## src/rtl/perf_window_sampler_pkg.sv

```systemverilog
// perf_pkg: shared types and helpers for the performance window sampler.
//   SEQ_W       width of the window sequence number carried in every snapshot
//   perf_snap_t snapshot layout for the default 32-bit accumulator build
//   sat_add     saturating add at a caller-chosen width (<= SAT_MAX_W),
//               returns {carry, result}; carry means the true sum exceeded
//               the all-ones limit and the result was clamped.
package perf_pkg;

  localparam int SEQ_W     = 8;
  localparam int ACC_W_DEF = 32;
  localparam int SAT_MAX_W = 64;

  typedef struct packed {
    logic [ACC_W_DEF-1:0] total;
    logic                 sat;
    logic [SEQ_W-1:0]     seq;
  } perf_snap_t;

  // Operands are zero-extended by the caller; w selects the saturation limit.
  function automatic logic [SAT_MAX_W:0] sat_add(
    input logic [SAT_MAX_W-1:0] a,
    input logic [SAT_MAX_W-1:0] b,
    input int                   w
  );
    logic [SAT_MAX_W:0] sum;
    logic [SAT_MAX_W:0] lim;
    sum = {1'b0, a} + {1'b0, b};
    lim = ((SAT_MAX_W+1)'(1) << w) - (SAT_MAX_W+1)'(1);
    if (sum > lim) begin
      sat_add = {1'b1, lim[SAT_MAX_W-1:0]};
    end else begin
      sat_add = {1'b0, sum[SAT_MAX_W-1:0]};
    end
  endfunction

endpackage

```

## src/rtl/perf_snap_fifo.sv

```systemverilog
// perf_snap_fifo: synchronous show-ahead FIFO for window snapshots.
//   clk, reset  clock, synchronous active-high reset (empties the FIFO)
//   i_push      write i_data; accepted when not full, or when full and a pop
//               happens in the same cycle
//   i_pop       remove head entry (ignored when empty)
//   o_data      head entry, valid whenever !o_empty; zero when empty
//   o_full      DEPTH entries held
//   o_empty     no entries held
//   o_level     registered exact occupancy
module perf_snap_fifo #(
  parameter int WIDTH = 41,
  parameter int DEPTH = 4
) (
  input  logic                     clk,
  input  logic                     reset,
  input  logic                     i_push,
  input  logic [WIDTH-1:0]         i_data,
  input  logic                     i_pop,
  output logic [WIDTH-1:0]         o_data,
  output logic                     o_full,
  output logic                     o_empty,
  output logic [$clog2(DEPTH):0]   o_level
);

  localparam int AW = $clog2(DEPTH);
  localparam int LW = AW + 1;

  logic [WIDTH-1:0] r_mem [DEPTH];
  logic [AW-1:0]    r_wr;
  logic [AW-1:0]    r_rd;
  logic [LW-1:0]    r_level;

  logic w_do_pop;
  logic w_do_push;

  assign o_empty   = (r_level == '0);
  assign o_full    = (r_level == LW'(DEPTH));
  assign o_level   = r_level;
  assign w_do_pop  = i_pop && !o_empty;
  // A full FIFO still takes a push if the head leaves in the same cycle.
  assign w_do_push = i_push && (!o_full || w_do_pop);
  assign o_data    = o_empty ? '0 : r_mem[r_rd];

  // Pointers wrap naturally because DEPTH is a power of two.
  always_ff @(posedge clk) begin
    if (reset) begin
      r_wr    <= '0;
      r_rd    <= '0;
      r_level <= '0;
    end else begin
      if (w_do_push) r_wr <= r_wr + AW'(1);
      if (w_do_pop)  r_rd <= r_rd + AW'(1);
      case ({w_do_push, w_do_pop})
        2'b10:   r_level <= r_level + LW'(1);
        2'b01:   r_level <= r_level - LW'(1);
        default: r_level <= r_level;
      endcase
    end
  end

  always_ff @(posedge clk) begin
    if (w_do_push) r_mem[r_wr] <= i_data;
  end

endmodule

```

## src/rtl/perf_window_sampler.sv

```systemverilog
// perf_window_sampler: follows a small wrapping upstream event counter,
// accumulates its per-cycle deltas into a wide per-window total and emits a
// snapshot every window_len enabled cycles through a show-ahead FIFO.
//   clk, reset       clock, synchronous active-high reset
//   i_cnt_in         upstream counter value (wraps at 2^CNT_W)
//   i_sample_en      windowing enable; dropping it discards the partial window
//   i_window_len     enabled cycles per window, 0 disables windowing
//   i_clr_stats      pulse: clear o_ovf_sticky and o_drop_cnt
//   o_snap_valid     snapshot available (FIFO non-empty)
//   i_snap_ready     consumer accepts the head snapshot
//   o_snap_total     head snapshot: events seen in the window (saturating)
//   o_snap_sat       head snapshot: accumulator saturated in the window
//   o_snap_seq       head snapshot: window sequence number, wraps 255->0
//   o_fifo_level     FIFO occupancy
//   o_ovf_sticky     a snapshot has been dropped since the last clear
//   o_drop_cnt       dropped snapshots, saturating
//
// Snapshot handshake: a snapshot transfers on every rising edge where
// o_snap_valid && i_snap_ready. While o_snap_valid is high and i_snap_ready
// is low, all o_snap_* outputs hold stable. o_snap_valid never depends
// combinationally on i_snap_ready.
module perf_window_sampler #(
  parameter int CNT_W      = 4,
  parameter int ACC_W      = 32,
  parameter int WIN_W      = 16,
  parameter int FIFO_DEPTH = 4,
  parameter int DROP_W     = 8
) (
  input  logic                          clk,
  input  logic                          reset,
  input  logic [CNT_W-1:0]              i_cnt_in,
  input  logic                          i_sample_en,
  input  logic [WIN_W-1:0]              i_window_len,
  input  logic                          i_clr_stats,
  output logic                          o_snap_valid,
  input  logic                          i_snap_ready,
  output logic [ACC_W-1:0]              o_snap_total,
  output logic                          o_snap_sat,
  output logic [7:0]                    o_snap_seq,
  output logic [$clog2(FIFO_DEPTH):0]   o_fifo_level,
  output logic                          o_ovf_sticky,
  output logic [DROP_W-1:0]             o_drop_cnt
);

  import perf_pkg::*;

  typedef struct packed {
    logic [ACC_W-1:0] total;
    logic             sat;
    logic [SEQ_W-1:0] seq;
  } snap_t;

  localparam int SNAP_W = $bits(snap_t);

  logic [CNT_W-1:0]  r_cnt_prev;
  logic [ACC_W-1:0]  r_acc;
  logic              r_sat;
  logic [WIN_W-1:0]  r_win_cnt;
  logic [SEQ_W-1:0]  r_seq;
  logic              r_ovf_sticky;
  logic [DROP_W-1:0] r_drop_cnt;

  logic [CNT_W-1:0]     w_delta;
  logic                 w_active;
  logic                 w_close;
  logic [SAT_MAX_W:0]   w_add;
  logic [ACC_W-1:0]     w_sum;
  logic                 w_carry;
  logic [SAT_MAX_W-ACC_W-1:0] w_unused_hi;
  logic                 w_pop;
  logic                 w_full;
  logic                 w_empty;
  logic                 w_drop;
  snap_t                w_push_snap;
  snap_t                w_head;

  // Modular difference: a 15->0 wrap reads as one event, never as -15.
  assign w_delta  = i_cnt_in - r_cnt_prev;
  assign w_active = i_sample_en && (i_window_len != '0);
  // ">=" rather than "==" so shrinking window_len below the current count
  // closes on the next active cycle instead of running to counter wrap.
  assign w_close  = w_active && (r_win_cnt >= (i_window_len - WIN_W'(1)));

  assign w_add       = sat_add(SAT_MAX_W'(r_acc), SAT_MAX_W'(w_delta), ACC_W);
  assign w_sum       = w_add[ACC_W-1:0];
  assign w_unused_hi = w_add[SAT_MAX_W-1:ACC_W];
  assign w_carry     = w_add[SAT_MAX_W];

  assign w_push_snap.total = w_sum;
  assign w_push_snap.sat   = r_sat | w_carry;
  assign w_push_snap.seq   = r_seq;

  assign w_pop  = o_snap_valid && i_snap_ready;
  // Only a push into a full FIFO with no simultaneous pop loses data.
  assign w_drop = w_close && w_full && !w_pop;

  perf_snap_fifo #(
    .WIDTH (SNAP_W),
    .DEPTH (FIFO_DEPTH)
  ) u_fifo (
    .clk     (clk),
    .reset   (reset),
    .i_push  (w_close),
    .i_data  (w_push_snap),
    .i_pop   (w_pop),
    .o_data  (w_head),
    .o_full  (w_full),
    .o_empty (w_empty),
    .o_level (o_fifo_level)
  );

  assign o_snap_valid = !w_empty;
  assign o_snap_total = w_head.total;
  assign o_snap_sat   = w_head.sat;
  assign o_snap_seq   = w_head.seq;
  assign o_ovf_sticky = r_ovf_sticky;
  assign o_drop_cnt   = r_drop_cnt;

  always_ff @(posedge clk) begin
    if (reset) begin
      r_cnt_prev <= '0;
      r_acc      <= '0;
      r_sat      <= 1'b0;
      r_win_cnt  <= '0;
      r_seq      <= '0;
    end else begin
      // Tracked unconditionally so enabling never sees a stale delta.
      r_cnt_prev <= i_cnt_in;
      if (!w_active) begin
        r_acc     <= '0;
        r_sat     <= 1'b0;
        r_win_cnt <= '0;
      end else if (w_close) begin
        r_acc     <= '0;
        r_sat     <= 1'b0;
        r_win_cnt <= '0;
        // Advances even when the snapshot is dropped, leaving a visible gap.
        r_seq     <= r_seq + SEQ_W'(1);
      end else begin
        r_acc     <= w_sum;
        r_sat     <= r_sat | w_carry;
        r_win_cnt <= r_win_cnt + WIN_W'(1);
      end
    end
  end

  // A drop in the same cycle as a clear wins: the new drop is the first count.
  always_ff @(posedge clk) begin
    if (reset) begin
      r_ovf_sticky <= 1'b0;
      r_drop_cnt   <= '0;
    end else if (w_drop) begin
      r_ovf_sticky <= 1'b1;
      if (i_clr_stats) begin
        r_drop_cnt <= DROP_W'(1);
      end else if (r_drop_cnt != '1) begin
        r_drop_cnt <= r_drop_cnt + DROP_W'(1);
      end
    end else if (i_clr_stats) begin
      r_ovf_sticky <= 1'b0;
      r_drop_cnt   <= '0;
    end
  end

endmodule
```

## config.mk

```make
export PLATFORM = sky130hd
export DESIGN_NAME = perf_window_sampler
export DESIGN_NICKNAME = d
export VERILOG_FILES = /design/src/rtl/perf_window_sampler_pkg.sv /design/src/rtl/perf_snap_fifo.sv /design/src/rtl/perf_window_sampler.sv
export SDC_FILE = /design/constraint.sdc
export NUM_CORES = 1
export LEC_CHECK = 0
export ABC_AREA = 1
export CAP_MARGIN = 20
export CORE_MARGIN = 2
export CORE_UTILIZATION = 43
export CTS_CLUSTER_SIZE = 40
export DETAILED_ROUTE_END_ITERATION = 12
export PLACE_DENSITY = 0.66
export SETUP_SLACK_MARGIN = 0.2
export SLEW_MARGIN = 20
export SYNTH_ARGS = -nofsm -noshare
export SYNTH_HDL_FRONTEND = slang
export SYNTH_SLANG_ARGS = --single-unit
```

## constraint.sdc

```tcl
create_clock -name clk -period 5.7 [get_ports clk]
set_input_delay 0.855 -clock clk [delete_from_list [all_inputs] [get_ports clk]]
set_output_delay 0.855 -clock clk [all_outputs]
set_load 0.1 [all_outputs]
```

==> summary.md, run 1 <==
| Metric | Value |
|---|---|
| Fmax | `~220 MHz` |
| Cell Chain, Critical Path | `clkdlybuf4s50_1 > inv_1 > nand3_1 > nor3_2 > nand3_1 > nor2_1 > nand3b_1 > nor3_2 > xor2_1 > inv_1 > ha_1 > nand2_1 > nor3_1 > nand3_1 > nand3_1 > nand2_2 > inv_1 > nand2_2 > nor2_4 > buf_12` |
| CP Capture Type | `flip-flop` |
| Critical path buffers and inverters | `5` |
| Critical R2R Launch | `r_cnt_prev[0]$_SDFF_PP0_` |
| Cell depth of the worst flop-to-flop path | `13` |
| Cts bufs inserted | `24` |
| Rel. slew slack | `0.353` |
| FF+latch count, synth | `243` |
| Global routing met3 resource utilization | `0.0215` |
| Placed Cells | `about 1,600` |
| Crit path max-delay family | `simple AND/OR/NAND/NOR gates` |
| Synthesized area per cell | `about 9.6 µm²` |
| Initial Util | `0.435` |
| MaxCap Viol Count | `0` |
| CTS Hold Buffers Added | `0` |
| First-pass GRT wire length | `38,300 µm` |
| R2r endpoint | `u_fifo.r_mem[0][26]$_DFFE_PP_` |
| Area grow syn2layout | `16.8%` |
| Met2 Track Usage GR | `0.294` |
| Area taken by multi-input logic gates | `4150 µm²` |
| PortBufs | `78` |
| FILL cells | `between 2,000 and 2,500` |
| Nets | `roughly 1,300` |
| Asr flop ratio synth | `0` |
| Post-Synthesis Cell Area | `11,200 µm²` |
| Final Hold Slack | `469 ps` |
| Placed Area | `12,300 µm²` |
| Worst setup SP type | `input pin` |
| Mux share of post-synthesis cell area | `0` |
| N_diodes | `0` |
| Post-synth cell types | `43` |
| CP Max Fanout | `31` |
| Pwr per Cell Area | `around 370 nW/µm²` |
| Final Skew | `about 18 ps` |
| Worst path most repeated cell | `nand3_1` |
| Hold Crit Class | `flip-flop to flip-flop` |
| Total Power | `between 0.004 and 0.005 W` |
| Htree depth | `1` |
| Die X | `166 µm` |
| CP startpoint | `i_window_len[2]` |
| Rows | `59` |
| Number of synthesized flops with an enable pin | `164` |
| Final setup fails | `0` |
| GRT Resource Usage Total | `0.168` |
| # DRC | `0` |
| CTS tree | `built` |
| Fin. Hold Viols | `0` |
| Clock-pin slew of the registers on the worst-case setup and hold paths | `60 ps` |
| Largest family of logic cells by synthesized area | `simple AND/OR/NAND/NOR gates` |
| Ports | `79` |
| Total Wirelength | `about 23,000 µm` |
| Top_reg_cell synth | `edfxtp_1` |
| Leakage | `just over 5 nW` |
| Setup TNS | `0 ps` |
| CP Class | `input pin to flip-flop` |
| Worst path depth | `20` |
| Core ar. | `roughly 26,000 µm²` |
| Ys Warns | `0` |
| Clock sinks | `243` |
| CTS Buffer Depth | `3` |
| Xor/xnor cell area share of the yosys netlist | `0.0390` |
| Congestion Overflow GR | `0` |
| Post-route ant nets | `0` |
| Global-route track usage on met1 | `0.222` |
| Slew of the pin with the lowest slew margin | `965 ps` |
| Synth Area in Simple Gates | `0.186` |
| Vias in the first global route | `7,766` |
| Cells resized by post-CTS repair | `0` |
| Pre-Repair DR Iteration Count | `5` |
| Vias post-DR | `8,048` |
| RSZ-0062 raised after global routing | `no` |
| Adder-Cell Fraction of Synth Area | `0.0398` |
| Worst path required time | `5910 ps` |
| Worst-Skew Late Latency | `530 ps` |
| Vias per inst | `5.03` |
| Drt wl/cell | `about 15 µm` |
| Worst setup endpoint | `u_fifo.r_mem[2][23]$_DFFE_PP_` |
| Root Driver | `clkbuf_16` |
| Dpl hpwl | `~15,000 µm` |
| Synth Area in Compound Gates | `0.102` |
| Post-synthesis sequential area ratio | `0.579` |
| Busiest grt layer | `met2` |
| Post-synth net total | `about 1,200` |
| Arr. time, crit path | `just under 5000 ps` |
| Slowest CP cell | `clkdlybuf4s50_1` |
| Slew Viols, Final | `0` |
| Period Utilization, post-route | `0.811` |
| Final Cell Area | `13,100 µm²` |
| GP Congestion | `0.866` |
| Status | `finished clean` |
| CP peak stage delay | `around 440 ps` |
| Full die area | `roughly 27,000 µm²` |
| Syn Inst Count | `between 1,000 and 1,500` |
| Register-to-register path setup slack | `2610 ps` |
| Final std cells w/o fill | `1,599` |
| Initial antenna violation count | `0` |
| Postcts setup bufs | `0` |
| Layout cell share with drive strength beyond 1 | `0.115` |
| Fin crit period | `4630 ps` |
| Die Ht | `166 µm` |
| Largest net degree at the start of global routing | `83` |
| Storage element area | `6510 µm²` |
| DR iter-0 viols | `roughly 440` |
| Peak VDD IR | `232 µV` |
[metrics by stage]
step,worst slack [ps],util
floorplan,430,-
global placement,663,0.476
detailed placement,508,0.476
CTS,1050,0.508
global route,757,0.508
finish,1070,0.508
[cell type report]
class / count / share of cell area
Timing Repair Buffer: 93 / 0.0631
Clock buffer: 31 / 0.0525
Multi-Input combinational cell: 778 / 0.316
Tap cell: 335 / 0.0319
Clock inverter: 13 / 0.0104
Sequential cell: 243 / 0.496
Inverter: 106 / 0.0303
[registers in the layout, summed over array words and instances (netlist names), named ones only]
name and flops:
u_fifo.r_wr 2, o_ovf_sticky 1, u_fifo.r_rd 2, r_win_cnt 16, r_seq 8, r_cnt_prev 4, o_drop_cnt 8, u_fifo.r_mem 164
r_acc 32, u_fifo.o_level 3, r_sat 1
[worst reg2reg max path, delay by kind of cell (launching register included)]
kind	cells	cell delay (ps)
AOI/OAI and AO/OA	1	310
and+or+nand+nor	5	510
DFF	1	300
buffers and inverters	4	630
adders and majority gates	3	1090
[synth_stat cells (5+ instances only)]
library cell | count | area share
buf_6 | 5 | 0.0050
ha_1 | 31 | 0.035
buf_2 | 6 | 0.0027
nor2_1 | 243 | 0.081
nor3_1 | 17 | 0.0076
inv_1 | 102 | 0.034
xnor2_1 | 13 | 0.010
nand2_1 | 129 | 0.043
a21oi_1 | 96 | 0.043
a21oi_2 | 12 | 0.0093
nand2_2 | 5 | 0.0028
clkbuf_1 | 32 | 0.011
dfxtp_1 | 79 | 0.14
edfxtp_1 | 164 | 0.44
nand3_1 | 32 | 0.014
o21ai_0 | 96 | 0.043
nor4_1 | 6 | 0.0033
or2_2 | 5 | 0.0028
nand4_1 | 18 | 0.010
xor2_1 | 37 | 0.029
[metal layers]
layer  vias up  share of wire
met5         -              0
met3        22          0.039
met4         0          0.016
met1      3796           0.47
met2       141           0.48
li1       4089              -
[logic make-up (layout without fill, tap and decap cells)]
group                    Yosys count  count (layout)
adder cells (fa/ha/maj)           34              34
buffers and inverters            150             243
AO/OA/AOI/OAI                    213             213
XOR/XNOR                          50              50
AND/OR/NAND/NOR                  481             481
flip-flops                       243             243
[how the worst min path moves through the flow]
stage	endpoint	start	slack, ps	cells past startpoint
detailed placement	r_sat$_SDFF_PP0_	r_sat$_SDFF_PP0_	460	2
finish	flip-flop	u_fifo.r_rd[1]$_SDFFE_PP0P_	470	2
global placement	r_win_cnt[0]$_SDFF_PP0_	r_win_cnt[0]$_SDFF_PP0_	450	1
global route	r_win_cnt[0]$_SDFF_PP0_	r_win_cnt[0]$_SDFF_PP0_	500	1
floorplan	r_win_cnt[0]$_SDFF_PP0_	r_win_cnt[0]$_SDFF_PP0_	430	1
CTS	r_sat$_SDFF_PP0_	r_sat$_SDFF_PP0_	470	2
[power breakdown]
| part | total [W] | switching [W] | internal, W |
|---|---|---|---|
| Sequential | 0.00191 | 0.0000153 | 0.00189 |
| Clock | 0.00162 | 0.000668 | 0.000951 |
| Combinational | 0.00130 | 0.00104 | 0.000263 |
| Total | 0.00483 | 0.00172 | 0.00311 |
[layout by cell type, fill, tap and decap left out, drive strengths merged, types with 37 or more instances in the layout]
master,synthesis,layout
edfxtp,164,164
nand2,134,134
clkdlybuf4s50,0,37
inv,104,104
dfxtp,79,79
nor2,249,249
xor2,37,37
o21ai,99,99
a21oi,108,108
buf,12,56
No activity file was read; power rests on OpenSTA's default activity.
==> inputs of run 2 (changes only) <==
--- a/config.mk
+++ b/config.mk
@@ -11,7 +11,7 @@
 export CORE_UTILIZATION = 43
 export CTS_CLUSTER_SIZE = 40
 export DETAILED_ROUTE_END_ITERATION = 12
-export PLACE_DENSITY = 0.66
+export PLACE_DENSITY = 0.69
 export SETUP_SLACK_MARGIN = 0.2
 export SLEW_MARGIN = 20
 export SYNTH_ARGS = -nofsm -noshare
==> constraint.sdc (replaced) <==
create_clock -name clk -period 4.2 [get_ports clk]
set_input_delay 0.63 -clock clk [delete_from_list [all_inputs] [get_ports clk]]
set_output_delay 0.63 -clock clk [all_outputs]
set_load 0.1 [all_outputs]
==> summary.md, run 2 (synthesis gave the netlist of run 1 again) <==
| Metric | Value |
|---|---|
| Worst path most repeated cell | `nand2_2` |
| GRT Resource Usage Total | `0.168 (about the same)` |
| CP Class | `input pin to flip-flop` |
| Rel. slew slack | `0.335 (-0.0170)` |
| Core ar. | `25,800 µm² (unchanged)` |
| Fin crit period | `about 3700 ps` |
| Min-Delay Path Depth | `2 (unchanged)` |
| MaxCap Viol Count | `0 (unchanged)` |
| N_diodes | `0 (unchanged)` |
| RSZ-0062 raised after global routing | `no` |
| Ports | `79 (unchanged)` |
| Placed Cells | `1,563 (+0.51%)` |
| Commonest non-fill, non-tap cell in the layout | `nor2_1` |
| First-pass GRT wire length | `38,600 µm (+0.68%)` |
| Setup TNS | `0 ps (unchanged)` |
| Postcts setup bufs | `0 (unchanged)` |
| Critical R2R Launch | `r_cnt_prev[0]$_SDFF_PP0_` |
| Htree depth | `1 (unchanged)` |
| Full die area | `27,400 µm² (unchanged)` |
| Nets | `1,313 (+0.61%)` |
| Worst setup SP type | `input pin` |
| Slew of the pin with the lowest slew margin | `994 ps (+28.4 ps)` |
| Post-route ant nets | `0 (unchanged)` |
| Final Skew | `16.7 ps (-0.939 ps)` |
| Initial antenna violation count | `0 (unchanged)` |
| Crit path max-delay family | `simple AND/OR/NAND/NOR gates` |
| Register-to-register path setup slack | `1190 ps (-1420 ps)` |
| Die Ht | `166 µm (unchanged)` |
| Cell depth of the worst flop-to-flop path | `14 (+1)` |
| Layout cell share with drive strength beyond 1 | `0.121 (+0.00635)` |
| Total Wirelength | `23,500 µm (+0.72%)` |
| Drt wl/cell | `14.6 µm (+0.21%)` |
| Dpl hpwl | `15,800 µm (+2.2%)` |
| CP peak stage delay | `390 ps (-50 ps)` |
| DR iter-0 viols | `532 (+20%)` |
| Final setup fails | `0 (unchanged)` |
| Clock-pin slew of the registers on the worst-case setup and hold paths | `60 ps (about the same)` |
| CP Capture Type | `flip-flop` |
| Initial Util | `0.435 (unchanged)` |
| Vias in the first global route | `7,869 (+1.3%)` |
| CTS Hold Buffers Added | `0 (unchanged)` |
| R2r endpoint | `u_fifo.r_mem[0][38]$_DFFE_PP_` |
| Cells resized by post-CTS repair | `0 (unchanged)` |
| Cts bufs inserted | `24 (unchanged)` |
| Arr. time, crit path | `3860 ps (-970 ps)` |
| Vias per inst | `5.04 (+0.17%)` |
| Pre-Repair DR Iteration Count | `7 (+2)` |
| Leakage | `5.22 nW (+3.1%)` |
| Pwr per Cell Area | `492 nW/µm² (+34%)` |
| Congestion Overflow GR | `0 (unchanged)` |
| Clock sinks | `243 (unchanged)` |
| Hold_sp | `r_sat$_SDFF_PP0_` |
| Worst path required time | `4380 ps (-1530 ps)` |
| Root Driver | `clkbuf_16` |
| Hold Crit Class | `flip-flop to flip-flop` |
| Slew Viols, Final | `0 (unchanged)` |
| Status | `finished clean` |
| Fin. Hold Viols | `0 (unchanged)` |
| Rows | `59 (unchanged)` |
| Fmax | `271 MHz` |
| Worst-Skew Late Latency | `510 ps (-20 ps)` |
| # DRC | `0 (unchanged)` |
| CTS Buffer Depth | `3 (unchanged)` |
| Most frequent cells in the layout | `nor2_1, edfxtp_1, nand2_1` |
| GP Congestion | `0.862 (-0.45%)` |
| CTS tree | `built` |
| Max reg flops | `164 (unchanged)` |
| CP Max Fanout | `41 (+32%)` |
| Final Cell Area | `13,700 µm² (+4.4%)` |
| PortBufs | `78 (unchanged)` |
| Critical path buffers and inverters | `4 (-1)` |
| Vias post-DR | `8,102 (+0.67%)` |
| Final Util | `0.531 (+0.0224)` |
| Biggest register | `u_fifo.r_mem` |
| Cell Chain, Critical Path | `clkdlybuf4s50_1 > inv_1 > ha_1 > nand3_2 > nor2_1 > nand2_2 > nor3_1 > nand2_1 > xor2_1 > ha_1 > nand2_1 > nor3_1 > nand3_1 > nand3_1 > nand2_2 > inv_1 > nand2_2 > nor2_4 > buf_12` |
| Final std cells w/o fill | `1,607 (+0.50%)` |
| Placed Area | `13,000 µm² (+5.3%)` |
| Peak VDD IR | `468 µV (+100%)` |
| Die X | `166 µm (unchanged)` |
| Biggest regs | `u_fifo.r_mem x164, r_acc x32, r_win_cnt x16` |
| Area grow syn2layout | `22.0%` |
| Slowest CP cell | `clkdlybuf4s50_1` |
| Worst Hold End | `r_sat$_SDFF_PP0_` |
| Largest net degree at the start of global routing | `83 (unchanged)` |
| Period Utilization, post-route | `0.877` |
## run 2: how the worst max path moves through the flow
stage / slack (ps) / from / cells past startpoint / to
floorplan: -390 / u_fifo.o_level[0]$_SDFFE_PP0P_ / 5 / o_snap_sat
global placement: 30 / i_window_len[2] / 20 / u_fifo.r_mem[1][19]$_DFFE_PP_
detailed placement: -30 / i_window_len[0] / 19 / u_fifo.r_mem[1][21]$_DFFE_PP_
CTS: 500 / i_window_len[0] / 19 / u_fifo.r_mem[1][7]$_DFFE_PP_
global route: 240 / i_window_len[0] / 24 / u_fifo.o_level[2]$_SDFFE_PP0P_
finish: 520 / i_window_len[0] / 19 / u_fifo.r_mem[1][7]$_DFFE_PP_
## run 2: cell type report
| type | count | area, µm² |
|---|---|---|
| clock buffers | 29 | 671 |
| clock inverters | 15 | 85.1 |
| fillers | 2264 | 12100 |
| inverters | 106 | 398 |
| multi-input cells | 778 | 4150 |
| flip-flops and latches | 243 | 6510 |
| well taps | 335 | 419 |
| repair buffers | 101 | 1480 |
## run 2: layer usage
layer	track usage	up-vias	part of all wire
li1	-	4111	-
met1	0.217	3789	0.44
met2	0.294	168	0.49
met3	0.0227	34	0.047
met4	0.0514	0	0.021
met5	0	-	0
## run 2: metrics by stage
stage,setup WS [ps],power [W],hold WS [ps]
after global routing,239,0.00699,501
final,515,0.00675,469
after CTS,498,0.00681,469
after floorplan,-393,0.00405,430
after detailed placement,-32.7,0.00479,459
after global placement,31.6,0.00478,445
## run 2: report_power, final
part | leakage (nW) | internal, W | switching, W
clock | 0.378 | 0.00114 | 0.000880
sequential | 2.06 | 0.00257 | 0.0000229
combinational | 2.78 | 0.000624 | 0.00151
total | 5.22 | 0.00433 | 0.00241
## run 2: worst min-delay path, stage by stage (launching register included)
cell and delay, ps:
dfxtp_1 290, inv_1 70, a21oi_2 50
